<file path="src/rtl/div_unit.sv">
// Iterative radix-2 restoring divider with signed/unsigned operation and
// RISC-V divide-by-zero / signed-overflow results. One quotient bit per cycle.
module div_unit #(
    parameter int WIDTH = 32
) (
    input  logic             clock,
    input  logic             reset_n,
    input  logic             start,
    input  logic             is_signed,
    input  logic [WIDTH-1:0] a,
    input  logic [WIDTH-1:0] b,
    output logic [WIDTH-1:0] result,
    output logic [WIDTH-1:0] remainder,
    output logic             busy
);

    localparam int CW = $clog2(WIDTH + 1);

    typedef enum logic [1:0] {
        IDLE = 2'd0,
        RUN  = 2'd1,
        DONE = 2'd2
    } state_t;

    state_t           state_q;
    logic [WIDTH-1:0] dvd_q;
    logic [WIDTH-1:0] dvs_q;
    logic [WIDTH-1:0] rem_q;
    logic [WIDTH-1:0] result_q;
    logic [WIDTH-1:0] remainder_q;
    logic [CW-1:0]    cnt_q;
    logic             q_neg_q;
    logic             r_neg_q;

    logic             a_neg_d;
    logic             b_neg_d;
    logic [WIDTH-1:0] mag_a_d;
    logic [WIDTH-1:0] mag_b_d;
    logic             div_zero_d;
    logic             ovf_d;

    logic [WIDTH:0]   shifted_d;
    logic [WIDTH:0]   diff_d;
    logic             qbit_d;
    logic [WIDTH-1:0] rem_d;
    logic [WIDTH-1:0] dvd_d;
    logic [WIDTH-1:0] q_fix_d;
    logic [WIDTH-1:0] r_fix_d;

    // Launch decode: operand magnitudes and special-case detection.
    always_comb begin
        a_neg_d    = is_signed & a[WIDTH-1];
        b_neg_d    = is_signed & b[WIDTH-1];
        mag_a_d    = a_neg_d ? (~a + WIDTH'(1)) : a;
        mag_b_d    = b_neg_d ? (~b + WIDTH'(1)) : b;
        div_zero_d = (b == '0);
        ovf_d      = is_signed && (a == {1'b1, {(WIDTH-1){1'b0}}}) && (b == '1);
    end

    // One restoring step; the quotient shifts into the vacated dividend bits.
    always_comb begin
        shifted_d = {rem_q, dvd_q[WIDTH-1]};
        diff_d    = shifted_d - {1'b0, dvs_q};
        qbit_d    = (shifted_d >= {1'b0, dvs_q});
        if (qbit_d) begin
            rem_d = diff_d[WIDTH-1:0];
        end else begin
            rem_d = shifted_d[WIDTH-1:0];
        end
        dvd_d   = {dvd_q[WIDTH-2:0], qbit_d};
        q_fix_d = q_neg_q ? (~dvd_d + WIDTH'(1)) : dvd_d;
        r_fix_d = r_neg_q ? (~rem_d + WIDTH'(1)) : rem_d;
    end

    // Stall request: running, or a launch happening this cycle.
    always_comb begin
        if (!reset_n) begin
            busy = 1'b0;
        end else begin
            busy = (state_q == RUN) | start;
        end
    end

    // Divider state machine and result registers.
    always_ff @(posedge clock) begin
        if (!reset_n) begin
            state_q     <= IDLE;
            dvd_q       <= '0;
            dvs_q       <= '0;
            rem_q       <= '0;
            result_q    <= '0;
            remainder_q <= '0;
            cnt_q       <= '0;
            q_neg_q     <= 1'b0;
            r_neg_q     <= 1'b0;
        end else begin
            case (state_q)
                IDLE, DONE: begin
                    if (start) begin
                        q_neg_q <= a_neg_d ^ b_neg_d;
                        r_neg_q <= a_neg_d;
                        cnt_q   <= '0;
                        if (div_zero_d) begin
                            result_q    <= '1;
                            remainder_q <= a;
                            state_q     <= DONE;
                        end else if (ovf_d) begin
                            result_q    <= a;
                            remainder_q <= '0;
                            state_q     <= DONE;
                        end else begin
                            dvd_q   <= mag_a_d;
                            dvs_q   <= mag_b_d;
                            rem_q   <= '0;
                            state_q <= RUN;
                        end
                    end else begin
                        state_q <= IDLE;
                    end
                end
                RUN: begin
                    dvd_q <= dvd_d;
                    rem_q <= rem_d;
                    if (cnt_q == CW'(WIDTH - 1)) begin
                        cnt_q       <= '0;
                        result_q    <= q_fix_d;
                        remainder_q <= r_fix_d;
                        state_q     <= DONE;
                    end else begin
                        cnt_q <= cnt_q + CW'(1);
                    end
                end
                default: begin
                    state_q <= IDLE;
                end
            endcase
        end
    end

    assign result    = result_q;
    assign remainder = remainder_q;

endmodule

</file>
<file path="config.mk">
export PLATFORM = sky130hd
export DESIGN_NAME = div_unit
export DESIGN_NICKNAME = d
export VERILOG_FILES = /design/src/rtl/div_unit.sv
export SDC_FILE = /design/constraint.sdc
export NUM_CORES = 1
export LEC_CHECK = 0
export CAP_MARGIN = 30
export CORE_AREA = 10 10 167 169
export DETAILED_ROUTE_END_ITERATION = 8
export DIE_AREA = 0 0 177 179
export GPL_TIMING_DRIVEN = 0
export HOLD_SLACK_MARGIN = 0.08
export PLACE_DENSITY_LB_ADDON = 0.25
export SYNTH_ARGS = -nofsm -noshare
export SYNTH_HDL_FRONTEND = slang
export SYNTH_SLANG_ARGS = --single-unit
</file>
<file path="constraint.sdc">
create_clock -name clock -period 4.9 [get_ports clock]
set_input_delay 0.735 -clock clock [delete_from_list [all_inputs] [get_ports clock]]
set_output_delay 0.735 -clock clock [all_outputs]
set_load 0.01 [all_outputs]
</file>
==> impl_metrics.json <==
{
  "holdCritPathClass": "flop to flop",
  "dp_cells": 2157,
  "drt_iter0_markers": 1883,
  "grt_overflow_total": 0,
  "dpl-instance-area_um2": 14500,
  "die_w_um": 177,
  "globalplace.congestion": 1.01,
  "fin_crit_ns": 4.81,
  "drive_above_1_share_pct": 6.84,
  "dieArea_um2": 31700,
  "drcViolationCount": 0,
  "synth_cell_types": 81,
  "synth_top_family_by_area": "compound AO/OA/AOI/OAI gates",
  "rows": 58,
  "status": "finished clean",
  "drt_wl_total_um": 50700,
  "fin_cells": 2200,
  "avgSynthCellArea_um2": 7.54,
  "place_hpwl_um": 39400,
  "diodes": 0,
  "p_leak_uw": 0.00596,
  "finalHoldViolations": 0,
  "synthSimpleGateAreaFrac_pct": 23.9,
  "clk_pin_slew_ns": 0.08,
  "die_h_um": 179,
  "track_usage_pct": 30.8,
  "synth_enable_flop_cells": 0,
  "r2r_cells": 25,
  "max-slew-margin-rel_pct": 34.5,
  "cts_tree": "built",
  "post-route-period-util_pct": 98.1,
  "cp_max_fo": 10,
  "cts.sink_count": 170,
  "routedWlPerCell_um": 23.1,
  "pin_count": 133,
  "num_vias": 14500,
  "vdd_drop_max_mv": 0.343,
  "fmax_mhz": 208,
  "muxShareOfSynthArea_pct": 1.92,
  "io_buffers": 129,
  "cp_data_required_time_ns": 5.28,
  "worstSetupPathType": "flop to flop",
  "synth_xor_area_share_pct": 8.36,
  "synthArstFlopShare_pct": 0,
  "cts-buffers-inserted": 17,
  "grt_pass1_wl_um": 76600,
  "grt_max_degree": 20,
  "htree_levels": 4,
  "synthAdderAreaFrac_pct": 3.88,
  "final-setup-viol-count": 0,
  "clock-skew-final_ns": 0.0161,
  "start_util_pct": 51.7,
  "start_kind": "flop",
  "ys_seq_elements": 170,
  "hold_depth": 2,
  "fin_hold_ws_ns": 0.462,
  "synth_cells": 1696,
  "cts-root-buf": "clkbuf_16",
  "drtAntennaViolNets": 0,
  "worstPathArrival_ns": 5.19,
  "syn_to_final_growth_pct": 20.8,
  "insertion_delay_ns": 0.45,
  "syn-cell-area_um2": 12800,
  "final_max_slew_viol_count": 0,
  "grt_pass1_vias": 13200,
  "drv_cap": 0,
  "synth_compound_area_share_pct": 30.0,
  "synth-main-ff-cell": "dfxtp_1",
  "yosysWarnings": 0,
  "layout.nets": 1964,
  "synth_fp_nets": 1803,
  "vias_per_cell": 6.57,
  "max_slew.worst_pin.slew_ns": 0.974,
  "worstSetupEndpointType": "flop",
  "antenna_found_initial": 0,
  "core_area_um2": 24700,
  "fin_area_um2": 15400,
  "firstDrtPassIters": 7,
  "powerDensity_nw_per_um2": 478,
  "clock_path_buffers": 2,
  "yosysSeqAreaShare_pct": 26.6
}
==> worst max-delay path: stages, from the launching register on <==
cell,delay [ns]
dfxtp_1,0.36
inv_2,0.08
ha_1,0.29
buf_4,0.16
and3_4,0.22
o2111ai_4,0.17
a2111oi_4,0.42
o21ai_4,0.12
nand2_4,0.12
buf_8,0.15
buf_12,0.15
buf_12,0.16
nand2_1,0.08
o21ai_2,0.07
ha_2,0.19
buf_4,0.11
nor3b_2,0.18
nand2_2,0.12
nor3_4,0.27
nand4_1,0.13
o41a_1,0.21
o31ai_2,0.31
xor2_1,0.25
a22oi_1,0.10
o21ai_0,0.16
and2_1,0.14
==> synth_stat cells, types with 12 or more instances <==
cell type | number | share of area (%)
o221ai_1 | 15 | 1.0
mux2i_1 | 20 | 1.6
clkbuf_1 | 93 | 2.7
or4_1 | 13 | 0.76
a21o_1 | 17 | 1.0
a21boi_0 | 28 | 1.6
nor4_1 | 28 | 1.4
or3_1 | 21 | 1.0
o21ai_0 | 111 | 4.3
and2_1 | 24 | 1.2
o211a_1 | 36 | 2.8
and3_1 | 12 | 0.59
buf_2 | 17 | 0.67
dfxtp_1 | 170 | 27
nand4_1 | 24 | 1.2
nand2b_1 | 17 | 0.83
xor2_1 | 66 | 4.5
o211ai_1 | 16 | 0.94
inv_1 | 53 | 1.6
nor2b_1 | 70 | 3.4
nand3_1 | 29 | 1.1
a22oi_1 | 13 | 0.76
xnor2_1 | 56 | 3.8
nor2_1 | 126 | 3.7
a222oi_1 | 17 | 1.3
nand2_1 | 183 | 5.4
nor3_1 | 36 | 1.4
a31oi_1 | 16 | 0.78
a221oi_1 | 20 | 1.4
a21oi_1 | 140 | 5.5
o31ai_1 | 22 | 1.3
ha_1 | 38 | 3.7
a211oi_1 | 21 | 1.2
==> what timing repair did <==
| action | 4_1_cts | 5_1_grt |
|---|---|---|
| gates resized for setup | 38 | 37 |
| setup buffers | 6 | 9 |
| hold buffers | 0 | 0 |
| pin swaps | 8 | 12 |
| endpoints found under the setup margin | 25 | 44 |
| hold endpoints to repair | 0 | 0 |
==> stage by stage <==
| step | setup slack [ns] | setup TNS [ns] | power, µW | utilization, % |
|---|---|---|---|---|
| after floorplan | 0.182 | 0 | 4300 | - |
| after global placement | -1.26 | -15.16 | 5430 | 58.5 |
| after detailed placement | -1.33 | -15.09 | 5470 | 58.6 |
| after CTS | 0.0202 | 0 | 7010 | 61.6 |
| after global routing | -0.0121 | -0.0121 | 7730 | 62.4 |
| final | 0.0940 | 0 | 7380 | 62.4 |
==> area by class of cell <==
class / instances / area, µm²
buffer: 117 / 539
clock buffer: 18 / 439
clock inverter: 14 / 154
fill: 2270 / 9310
inverter: 54 / 203
multi-input combinational: 1351 / 8870
sequential: 170 / 3410
tap: 330 / 413
timing repair buffer: 146 / 1420
==> flip-flops by register name, indices dropped and copies added (netlist names) <==
register   cells
dvd_q         32
dvs_q         32
rem_q         32
remainder     32
result        32
cnt_q          6
state_q        2
q_neg_q        1
r_neg_q        1
==> cells by family after synthesis <==
| family | Yosys count |
|---|---|
| AO/OA/AOI/OAI | 553 |
| XOR/XNOR | 122 |
| adder cells (fa/ha/maj) | 39 |
| buffers and inverters | 175 |
| flip-flops | 170 |
| multiplexers | 24 |
| AND/OR/NAND/NOR | 613 |
==> power breakdown <==
group | internal, µW | leakage [µW] | switching, µW
clock network | 697 | 0.000288 | 688
registers | 1510 | 0.00139 | 148
logic | 1630 | 0.00428 | 2700
==> layer usage <==
metal / vias to the layer above / track usage [%] / routed length (µm)
met5: - / 0 / 0
met4: 0 / 11.2 / 1870
met3: 151 / 6.99 / 5770
met2: 901 / 47.6 / 21800
met1: 6842 / 41.2 / 21300
li1: 6566 / - / -
==> cells in the final DEF, fill, tap and decap left out, types with 36 or more instances in the layout <==
master / Yosys / final
xor2_1: 66 / 66
o21ai_0: 111 / 105
clkdlybuf4s50_1: 0 / 129
xnor2_1: 56 / 56
a21oi_1: 140 / 137
inv_1: 53 / 52
o211a_1: 36 / 36
nor2b_1: 70 / 69
ha_1: 38 / 36
nor2_1: 126 / 123
dfxtp_1: 170 / 168
nand2_1: 183 / 181
clkbuf_1: 93 / 83
==> worst paths after layout <==
check                                            start                         end  slack, ns
worst max-delay path             dvs_q[4]$_SDFFE_PN0P_  remainder[20]$_SDFFE_PN0P_       0.09
worst min register to register  result[9]$_SDFFE_PN0P_      result[9]$_SDFFE_PN0P_       0.46
worst max register to register   dvs_q[4]$_SDFFE_PN0P_  remainder[20]$_SDFFE_PN0P_       0.09
worst min-delay path            result[9]$_SDFFE_PN0P_      result[9]$_SDFFE_PN0P_       0.46
(Power assumes the default switching activity.)
